<file path="src/rtl/uart_pkg.sv">
// Shared UART definitions used by the transmitter and, later, the receiver.
//   uart_state_e      : frame FSM state encoding
//   UART_DATA_BITS    : default data bits per frame
//   UART_CLKS_PER_BIT : default clk cycles per bit
//   parity_bit()      : even/odd parity of a zero-extended data word
`timescale 1ns/1ps
package uart_pkg;

  typedef enum logic [2:0] {
    IDLE   = 3'd0,
    START  = 3'd1,
    DATA   = 3'd2,
    PARITY = 3'd3,
    STOP   = 3'd4
  } uart_state_e;

  localparam int UART_DATA_BITS    = 8;
  localparam int UART_CLKS_PER_BIT = 1;

  // Unused upper bits must be zero, so callers pass a zero-extended word.
  function automatic logic parity_bit(input logic [31:0] data, input logic odd);
    return (^data) ^ odd;
  endfunction

endpackage

</file>
<file path="src/rtl/uart_baud_cnt.sv">
// Bit-period counter: counts 0..CLKS_PER_BIT-1 and wraps on every bit boundary.
//   clk     : system clock
//   rst     : synchronous reset, active-high
//   clr     : synchronous clear, driven on FSM state changes
//   bit_end : high on the last cycle of the current bit
`timescale 1ns/1ps
module uart_baud_cnt #(
  parameter int CLKS_PER_BIT = 1
) (
  input  logic clk,
  input  logic rst,
  input  logic clr,
  output logic bit_end
);

  // A one-cycle bit still needs a 1-bit counter; it simply stays at 0.
  localparam int            CW   = (CLKS_PER_BIT > 1) ? $clog2(CLKS_PER_BIT) : 1;
  localparam logic [CW-1:0] LAST = CW'(CLKS_PER_BIT - 1);

  logic [CW-1:0] cnt;

  assign bit_end = (cnt == LAST);

  always_ff @(posedge clk) begin
    if (rst || clr || bit_end) cnt <= '0;
    else                       cnt <= cnt + 1'b1;
  end

endmodule

</file>
<file path="src/rtl/uart_tx.sv">
// UART transmitter with a one-byte holding register.
//   clk        : system clock
//   rst        : synchronous reset, active-high; aborts any frame
//   data_in    : byte to send, taken when data_valid && data_ready
//   data_valid : data_in is valid
//   data_ready : holding register empty (and not in reset)
//   Tx         : registered serial line, idles high
//   busy       : registered, high while a frame is on the line
//   tx_done    : high on the final cycle of the last stop bit
// Frame: start(0), DATA_BITS data LSB first, optional parity, STOP_BITS stop(1).
`timescale 1ns/1ps
module uart_tx import uart_pkg::*; #(
  parameter int CLKS_PER_BIT = UART_CLKS_PER_BIT,
  parameter int DATA_BITS    = UART_DATA_BITS,
  parameter int STOP_BITS    = 1,
  parameter bit PARITY_EN    = 1'b0,
  parameter bit PARITY_ODD   = 1'b0
) (
  input  logic                 clk,
  input  logic                 rst,
  input  logic [DATA_BITS-1:0] data_in,
  input  logic                 data_valid,
  output logic                 data_ready,
  output logic                 Tx,
  output logic                 busy,
  output logic                 tx_done
);

  // idx counts data bits in DATA and stop bits in STOP.
  localparam int            IW        = (DATA_BITS > 1) ? $clog2(DATA_BITS) : 1;
  localparam logic [IW-1:0] LAST_DATA = IW'(DATA_BITS - 1);
  localparam logic [IW-1:0] LAST_STOP = IW'(STOP_BITS - 1);

  uart_state_e          state, state_nxt;
  logic [DATA_BITS-1:0] hold, shift, shift_nxt;
  logic                 hold_full, par, accept, load, tx_nxt, bit_end;
  logic [IW-1:0]        idx;

  assign data_ready = !hold_full && !rst;
  assign accept     = data_valid && data_ready;

  uart_baud_cnt #(.CLKS_PER_BIT(CLKS_PER_BIT)) u_baud (
    .clk     (clk),
    .rst     (rst),
    .clr     (state_nxt != state),
    .bit_end (bit_end)
  );

  // State register
  always_ff @(posedge clk) begin
    if (rst) state <= IDLE;
    else     state <= state_nxt;
  end

  // Next-state logic
  always_comb begin
    state_nxt = state;
    case (state)
      IDLE:    if (hold_full) state_nxt = START;
      START:   if (bit_end) state_nxt = DATA;
      DATA:    if (bit_end && idx == LAST_DATA) state_nxt = PARITY_EN ? PARITY : STOP;
      PARITY:  if (bit_end) state_nxt = STOP;
      STOP:    if (bit_end && idx == LAST_STOP) state_nxt = hold_full ? START : IDLE;
      default: state_nxt = IDLE;
    endcase
  end

  // Outputs / datapath control. Tx is registered, so it is computed from the
  // next state and next shift contents.
  always_comb begin
    load      = (state_nxt == START) && (state == IDLE || state == STOP);
    tx_done   = (state == STOP) && bit_end && (idx == LAST_STOP);
    shift_nxt = shift;
    if (load)
      shift_nxt = hold;
    else if (state == DATA && bit_end && idx != LAST_DATA)
      shift_nxt = shift >> 1;
    case (state_nxt)
      START:   tx_nxt = 1'b0;
      DATA:    tx_nxt = shift_nxt[0];
      PARITY:  tx_nxt = par;
      default: tx_nxt = 1'b1;
    endcase
  end

  always_ff @(posedge clk) begin
    if (rst) begin
      hold_full <= 1'b0;
      hold      <= '0;
      shift     <= '0;
      par       <= 1'b0;
      idx       <= '0;
      Tx        <= 1'b1;
      busy      <= 1'b0;
    end else begin
      shift <= shift_nxt;
      Tx    <= tx_nxt;
      busy  <= (state_nxt != IDLE);
      // accept and load are exclusive: accept needs an empty register,
      // load needs a full one.
      if (accept) begin
        hold      <= data_in;
        hold_full <= 1'b1;
      end else if (load) begin
        hold_full <= 1'b0;
      end
      // Parity is taken from the byte at load time, before it is shifted out.
      if (load) par <= parity_bit(32'(hold), PARITY_ODD);
      if (state_nxt != state)                            idx <= '0;
      else if (bit_end && (state == DATA || state == STOP)) idx <= idx + 1'b1;
    end
  end

endmodule
</file>
<file path="config.mk">
export PLATFORM = sky130hd
export DESIGN_NAME = uart_tx
export DESIGN_NICKNAME = d
export VERILOG_FILES = /design/src/rtl/uart_pkg.sv /design/src/rtl/uart_baud_cnt.sv /design/src/rtl/uart_tx.sv
export SDC_FILE = /design/constraint.sdc
export NUM_CORES = 1
export LEC_CHECK = 0
export BUFFER_PORTS_ARGS = -buffer_cell sky130_fd_sc_hd__buf_2
export CORE_ASPECT_RATIO = 0.7
export CORE_MARGIN = 1.5
export CORE_UTILIZATION = 60
export DETAILED_ROUTE_END_ITERATION = 7
export GPL_ROUTABILITY_DRIVEN = 0
export PLACE_DENSITY = 0.94
export SKIP_LAST_GASP = 1
export SLEW_MARGIN = 30
export SYNTH_ARGS = -nofsm -noshare
export SYNTH_HDL_FRONTEND = slang
export SYNTH_SLANG_ARGS = --single-unit
</file>
<file path="constraint.sdc">
create_clock -name clk -period 3.28 [get_ports clk]
set_clock_uncertainty 0.1 [all_clocks]
set_input_delay 0.164 -clock clk [delete_from_list [all_inputs] [get_ports clk]]
set_output_delay 0.164 -clock clk [all_outputs]
set_load 0.02 [all_outputs]
</file>
======== Yosys cells after proc, flatten, opt, wreduce, memory -nomap -nowiden ========
Cells that the tools add are included.
Widths: inputs -> output; s select.
storage, ports and cells
  bits in registers ....................... 27
  input bits .............................. 11
  output and inout bits ................... 4
  logic and storage cells ................. 58
operators by class
  add/sub/neg operators ................... 2
  equality and inequality tests ........... 10
  muxes and demuxes ....................... 12
  bitwise gates (word level) .............. 1
  reductions and logical operators ........ 23
operators by type and width
  kind                 number
  $reduce_xor 32->1    1
  $mux 8               2
  $mux 3               5
  $pmux 3 s5           1
  $eq 3x2->1 const B   4
  $logic_and 1x1->1    10
  $eq 3x1->1 const B   2
  $eq 3x3->1 const B   2
  $logic_not 3->1      2
  $logic_or 1x1->1     4
  $reduce_bool 2->1    2
  $add 3x1->3 const B  1
  $mux 1               3
  $ne 3x3->1           1
  $ne 3x3->1 const B   1
  $pmux 1 s3           1
  $reduce_bool 3->1    1
  $logic_not 1->1      2
  $reduce_or 2->1      1
  $add 1x1->1 const B  1
  $not 1->1            1

======== Logic depth before layout (Yosys ltp) ========
Gate-level depths: netlist of the first run.
  word-level depth ........................ 8
  gate-level depth with buffers ........... 7

======== By module ========
A second synthesis of the first run with hierarchy kept.
unflattened totals
  cell total of the unflattened synthesis .. 151
  area, all modules ....................... 1273.7 sq um
by module, submodules not included
  module         times used  cells an instance  area each (sq um)  seq. area each (sq um)
  uart_tx        1           148                1246.2             520.5
  uart_baud_cnt  1           3                  27.5               20.0

======== Least setup slack after synthesis of the first run ========
Ideal clock, no wire load.
  path type ............................... flip-flop to flip-flop
  start ................................... register idx[0]
  end ..................................... register Tx
  arrival time ............................ 1.529 ns
  data required time ...................... 3.053 ns
  path slack .............................. 1.524 ns
  cell stages (with the launch flop) ...... 7
  path buffers ............................ 0
  clock period less this slack ............ 1.756 ns
  path through ............................ dfxtp_1 -> ha_1 -> ha_1 -> o21bai_1 -> a21oi_1 -> o211a_1 -> or3_1
between the ends
  longest elaborated chain between the ends .. 8
  elaborated cells between the ends (all ways) .. 16
ends and longest elaborated chain
  what                                                  line                          RTL
  start: declaration                                    uart_tx.sv:37                 logic [IW-1:0] idx;
  start signal: assignment                              uart_tx.sv:110                else if (bit_end && (state == DATA || state == STOP)) idx <= idx + 1'b1;
  $eq 3x3->1 / $logic_not 3->1 (equally long branches)  uart_tx.sv:61, uart_tx.sv:63
  $logic_and 1x1->1 (on tied branches)                  uart_tx.sv:61, uart_tx.sv:63
  $mux 3 (on tied branches)                             uart_tx.sv:61, uart_tx.sv:63
  $pmux 3 s5                                            uart_tx.sv:58                 case (state)
  $eq 3x1->1                                            uart_tx.sv:71, uart_tx.sv:78
  $logic_and 1x1->1                                     uart_tx.sv:71                 load = (state_nxt == START) && (state == IDLE || state == STOP);
  $mux 8                                                uart_tx.sv:74                 if (load)
  $pmux 1 s3 (*)                                        uart_tx.sv:78                 case (state_nxt)
  end signal: assignment                                uart_tx.sv:97                 Tx <= tx_nxt;
  end: declaration                                      uart_tx.sv:24                 output logic Tx,
Every way passes the cells marked *; elsewhere a longest branch is shown, timed or not. The select of a mux whose other input is x is not followed.
A chain may end at the register's enable or synchronous reset.

======== Final worst setup path of the first run ========
Same ends and word-level chain as after synthesis.

==> metrics.md, run 1 <==
| Metric | Value |
|---|---|
| Status | `completed` |
| Fin crit period | `2115 ps` |
| Crit start category | `register` |
| M2 GR Usage | `0.4022` |
| Vias in the first global route | `1,014` |
| Die Wd | `59.06 um` |
| Vias per inst | `5.821` |
| Simple-gate portion of the synthesized area | `0.2000` |
| Async set or reset register ratio after synthesis | `0` |
| Leakage | `0.5936 nW` |
| First-pass GRT wire length | `4.698 mm` |
| Syn nets | `162` |
| Clock root buffer | `clkbuf_4` |
| #FFs+latches synth | `27` |
| Wirelength per Cell | `15.09 um` |
| I/O Pins | `15` |
| Initial core utilization | `0.6707` |
| Grt ovf | `0` |
| # DRC | `0` |
| Grt met3 use | `0.07407` |
| Final setup fails | `0` |
| Worst r2r path cells | `6` |
| Row count | `13` |
| Post-CTS sizing | `0` |
| Max Slew Vio Count | `0` |
| DR pass1 iterations | `4` |
| Max Cap Violations | `0` |
| Gate power share | `0.187` |
| Fin nets | `180` |
| Post-Place Setup Slack | `1204 ps` |
| Xor/xnor share of the synthesized area | `0.05972` |
| Mux contribution to synthesized area | `0.06066` |
| Top Usage Layer GRT | `met2` |
| Clock transition at path regs | `140 ps` |
| Peak VDD IR | `0.2777 mV` |
| Sw power | `0.1836 mW` |
| Die height | `42.25 um` |
| Num CTS Buffers | `3` |
| Clock latency on the worst-skew pair | `320 ps` |
| Setup WS post-layout | `1165 ps` |
| WS Path Type | `register to register` |
| Largest net degree at the start of global routing | `24` |
| # H-tree levels | `1` |
| Synth warn | `0` |
| Final ANT Viol Nets | `0` |
| Drt initial violations | `38` |
| Netlist Area Pre-Place | `1320 um^2` |
| EDFF count, synth | `0` |
| Total Wirelength | `2.957 mm` |
| Slew Limit Headroom | `0.5394` |
| Slew @ Worst Pin | `690.8 ps` |
| Most used DFF post-synth | `dfxtp_1` |
| Setup TNS | `0 ps` |
| Crit end category | `register` |
| Hold Path Class | `input port to register` |
| FILL cells | `131` |
| Core footprint | `1968 um^2` |
| Synth unique cells | `40` |
| Maximum root-to-sink buffer count | `2` |
| Met1 usage | `0.3236` |
| Die area | `2495 um^2` |
| Post-synthesis sequential area ratio | `0.4095` |
| Total power per unit cell area | `428.6 nW/um^2` |
| WP data arrival | `2240 ps` |
| Area share of fa/ha/maj cells after synthesis | `0.02844` |
| Initial antenna violation count | `0` |
| # clock sinks | `27` |
| Final Cycle Share | `0.6448` |
| Hold path depth | `2` |
| RSZ-0062 raised after global routing | `no` |
| Required time of the critical path | `3400 ps` |
| Crit path max fanout | `19` |
| Switching Share | `0.2894` |
| Syn Inst Count | `148` |
| Port Buf Inserts | `14` |
| TritonCTS clock tree | `done` |
| Synth Area in Compound Gates | `0.1763` |
| Int Pwr | `0.4508 mW` |
| Main combinational cell family by area after synthesis | `simple AND/OR/NAND/NOR gates` |
| Clk network pwr share | `0.227` |
| Syn avg cell area | `8.919 um^2` |
| Fmax | `472.8 MHz` |
| Layout area overhead | `12.13%` |
| Hpwl dp | `2.053 mm` |
| All-Layer GR Usage | `0.2526` |
| Total number of vias | `1,141` |
| Seq pwr share | `0.587` |
| Layout cell share with drive strength beyond 1 | `0.1515` |
| Final hold viol count | `0` |
-- power by group through the flow --
stage	Clock, mW	Combinational, mW	Sequential [mW]
CTS	0.143	0.115	0.371
detailed placement	0	0.107	0.378
global route	0.159	0.127	0.375
finish	0.144	0.118	0.372
floorplan	0	0.0863	0.374
global placement	0	0.100	0.377
-- what timing repair did --
action | in CTS | in global routing
endpoints found under the hold margin | 8 | 0
setup endpoints to repair | 0 | 0
setup buffers | 0 | 0
hold buffers | 8 | 0
-- layout by cell type (no fill, tap or decap), drive strengths merged, types with 4 or more instances in the layout --
master / n
a211oi: 6
nor3b: 4
nor2: 14
buf: 14
mux2i: 8
dlygate4sd3: 8
a21oi: 14
dfxtp: 27
nand2: 17
o21ai: 4
xnor2: 8
inv: 6
-- worst max-delay path, cell delays in order (launching register included) --
cell and delay (ps):
dfxtp_1 360, inv_1 80, ha_1 230, nor3b_2 180, o21ai_2 560, a311oi_1 160, or3_1 340
-- final timing paths --
kind / endpoint / startpoint / slack [ps]
setup reg to reg: Tx / idx[0] / 1170
hold / removal: hold_full / rst / 130
setup / recovery: Tx / idx[0] / 1170
hold reg to reg: shift[7] / shift[7] / 410
-- state kept, by name (all words and copies together) (netlist names) --
register and count:
idx 3, Tx 1, u_baud.cnt 1, par 1, hold_full 1, shift 8
state 3, busy 1, hold 8
-- logic make-up after synthesis --
logic type	Yosys count
flip-flops	27
buffers and inverters	15
multiplexers	8
AO/OA/AOI/OAI	35
adder cells (fa/ha/maj)	3
other	1
AND/OR/NAND/NOR	50
XOR/XNOR	9
-- layout make-up --
class	instances	area (um^2)	share of cell area
multi-input cells	106	696.9	0.4708
flip-flops and latches	27	540.5	0.3652
repair buffers	22	150.1	0.1014
well taps	30	37.54	0.02536
inverters	6	25.02	0.01691
clock buffers	3	22.52	0.01522
clock inverters	1	5.005	0.003381
diodes	1	2.502	0.001691
-- synth_stat cells (3+ instances only) --
cell type | count | area (um^2)
nor2_1 | 14 | 52.55
nand2_1 | 17 | 63.81
nand3_1 | 3 | 15.01
nand2b_1 | 3 | 18.77
mux2i_1 | 8 | 80.08
a211oi_1 | 6 | 45.04
xnor2_1 | 8 | 70.07
nor3b_2 | 4 | 50.05
ha_1 | 3 | 37.54
a21oi_1 | 14 | 70.07
clkbuf_1 | 4 | 15.01
inv_1 | 5 | 18.77
dfxtp_1 | 27 | 540.5
-- routing by layer --
layer / up-vias / wire [um]
met5: - / 0
met4: 0 / 61
met3: 6 / 231
met2: 66 / 1373
met1: 519 / 1291
li1: 550 / -
-- through the flow --
stage / utilization / hold WS [ps] / std cells / area [um^2] / total power [mW]
final: 0.7521 / 132.8 / 196 / 1480 / 0.6345
after global routing: 0.7508 / 148.2 / 195 / 1478 / 0.6610
after CTS: 0.7508 / 119.2 / 195 / 1478 / 0.6292
after detailed placement: 0.6961 / 318.7 / 183 / 1370 / 0.4852
after global placement: 0.6961 / 303.6 / 183 / 1370 / 0.4765
after floorplan: - / 136.1 / 148 / 1320 / 0.4598
(Power assumes the default switching activity.)
==> run 2, diff against run 1 <==
Settings changed: ABC_AREA set to 1, CORE_UTILIZATION 60 to 57, PLACE_DENSITY 0.94 to 0.89.
Clock period 3.28 ns to 2.17 ns, I/O delays scaled along.
==> metrics.md, run 2 <==
| Metric | Value |
|---|---|
| Status | `completed` |
| Top flop regs | `hold (8), shift (8)` |
| Most used DFF post-synth | `dfxtp_1` |
| Post-CTS sizing | `0` |
| Syn nets | `240` |
| Vias in the first global route | `1,186` |
| Maximum root-to-sink buffer count | `2` |
| Post-CTS Repair Setup Buffers | `0` |
| Post-synth top cells | `nand2_1 (73), nor2_1 (29), dfxtp_1 (27), inv_1 (25), nand3_1 (16)` |
| All-Layer GR Usage | `0.2311` |
| Core footprint | `2459 um^2` |
| #FFs+latches synth | `27` |
| Max Slew Vio Count | `0` |
| Die Wd | `63.86 um` |
| # H-tree levels | `1` |
| Hold Buf Count CTS | `3` |
| WP data arrival | `1830 ps` |
| Worst path slowest cell | `dfxtp_1` |
| Netlist Area Pre-Place | `1478 um^2` |
| WS Path Type | `register to register` |
| Die height | `45.60 um` |
| Final ANT Viol Nets | `0` |
| Layout area overhead | `10.08%` |
| Crit path max fanout | `9` |
| Largest net degree at the start of global routing | `19` |
| Final setup fails | `0` |
| Grt ovf | `0` |
| Synth top area share | `0.3658` |
| Clock root buffer | `clkbuf_8` |
| Fin nets | `256` |
| EDFF count, synth | `0` |
| Crit path buffers/inverters | `0` |
| Fin crit period | `1709 ps` |
| Synth warn | `0` |
| Hpwl dp | `2.196 mm` |
| Cell taking the most area after synthesis | `dfxtp_1` |
| Layout cell share with drive strength beyond 1 | `0.1328` |
| Syn avg cell area | `6.538 um^2` |
| Leakage | `0.7949 nW` |
| Total Wirelength | `2.934 mm` |
| I/O Pins | `15` |
| Required time of the critical path | `2290 ps` |
| Crit-path cells | `ha_1, ha_1, nor2_4, nand3_2, nand2_1, nand2_1, nand2_1, nand2_1, nor2_1` |
| Initial core utilization | `0.6010` |
| Syn Inst Count | `226` |
| Die area | `2912 um^2` |
| Max Cap Violations | `0` |
| Num CTS Buffers | `3` |
| FILL cells | `222` |
| Post-synthesis sequential area ratio | `0.3658` |
| CP peak stage delay | `340 ps` |
| Final Cycle Share | `0.7876` |
| Port Buf Inserts | `14` |
| Final hold viol count | `0` |
| Peak VDD IR | `0.6089 mV` |
| Commonest non-fill, non-tap cell in the layout | `nand2_1` |
| Total power per unit cell area | `723.9 nW/um^2` |
| First-pass GRT wire length | `5.168 mm` |
| Row count | `15` |
| Crit start category | `register` |
| Total number of vias | `1,399` |
| RSZ-0062 raised after global routing | `no` |
| Initial antenna violation count | `0` |
| Drt initial violations | `49` |
| TritonCTS clock tree | `done` |
| Crit-path leading delay family | `simple AND/OR/NAND/NOR gates` |
| Most frequent cells in the layout | `nand2_1 (73), nor2_1 (29), dfxtp_1 (27), inv_1 (25), nand3_1 (16)` |
| Crit end category | `register` |
| CP most frequent cell | `nand2_1` |
| Count leader, synth | `nand2_1` |
| Cells taking the most area after synthesis | `dfxtp_1 (37%), nand2_1 (19%), nor2_1 (7.4%), inv_1 (6.4%), nand3_1 (5.4%)` |
| # DRC | `0` |
| Hold Path Class | `input port to register` |
| Clock transition at path regs | `90 ps` |
| Fmax | `585.1 MHz` |
| DR pass1 iterations | `4` |
| Wirelength per Cell | `10.67 um` |
| # clock sinks | `27` |
| Synth unique cells | `20` |
| Diode count | `0` |
| Clock latency on the worst-skew pair | `280 ps` |
| Async set or reset register ratio after synthesis | `0` |
| Vias per inst | `5.087` |
| Setup TNS | `0 ps` |
| Hold WS | `8.920 ps` |
## run 2: cell types whose count changed after synthesis, sizes merged, moves of 4 or more
cell,before,now
nand2,17,75
inv,6,29
nand3,3,21
nor2,14,31
nand4,1,10
mux2i,8,0
xnor2,8,1
a211oi,6,0
o21ai,4,9
clkbuf,4,0
nor3b,4,0
## run 2: layer usage
metal | global-route usage | vias to the layer above | share of wire
met4 | 0.06522 | 0 | 0.012
met1 | 0.3201 | 612 | 0.52
met3 | 0.05198 | 5 | 0.054
met5 | 0 | - | 0
met2 | 0.3667 | 40 | 0.42
li1 | - | 742 | -
## run 2: per-stage QoR
stage / total power, mW / std cells / area (um^2) / worst slack (ps) / utilization
after floorplan: 0.8371 / 226 / 1478 / 676.0 / -
after global placement: 0.8846 / 268 / 1548 / 512.6 / 0.6295
after detailed placement: 0.8909 / 268 / 1548 / 474.1 / 0.6295
after CTS: 1.186 / 275 / 1627 / 450.5 / 0.6616
after global routing: 1.260 / 275 / 1627 / 312.6 / 0.6616
final: 1.177 / 275 / 1627 / 460.9 / 0.6616
## run 2: report_power, final
part	leakage [nW]	switching [mW]	internal (mW)	total, mW
Sequential	0.222	0.0394	0.552	0.591
Combinational	0.551	0.189	0.107	0.296
Clock	0.0217	0.160	0.131	0.291
Total	0.795	0.388	0.789	1.18
## run 2: worst paths after layout
kind	slack [ps]	endpoint	cells after the start	start
worst max-delay path	460	shift[0]	9	idx[0]
worst min-delay path	9	hold[5]	3	data_in[5]
worst max register to register	460	shift[0]	9	idx[0]
worst min register to register	400	hold_full	2	hold_full
## run 2: area by class of cell
cell class | instances | area [um^2] | share of cell area
Tap cell | 34 | 42.54 | 0.02615
Multi-Input combinational cell | 164 | 785.8 | 0.4831
Clock buffer | 3 | 41.29 | 0.02538
Clock inverter | 1 | 7.507 | 0.004615
Sequential cell | 27 | 540.5 | 0.3323
Timing Repair Buffer | 17 | 100.1 | 0.06154
Inverter | 29 | 108.9 | 0.06692
## run 2: tightest hold or removal path, stage by stage
cell     delay (ps)
buf_2            70
o21ai_0          70
a21oi_1         100
## run 2: cells by family (layout without fill, tap and decap cells)
logic type               after synthesis  count (layout)  synth area share
AO/OA/AOI/OAI                         21              21           0.07366
XOR/XNOR                               2               2           0.01186
adder cells (fa/ha/maj)                3               3           0.02540
buffers and inverters                 35              50            0.1025
flip-flops                            27              27            0.3658
other                                  1               1          0.002538
AND/OR/NAND/NOR                      137             137            0.4183
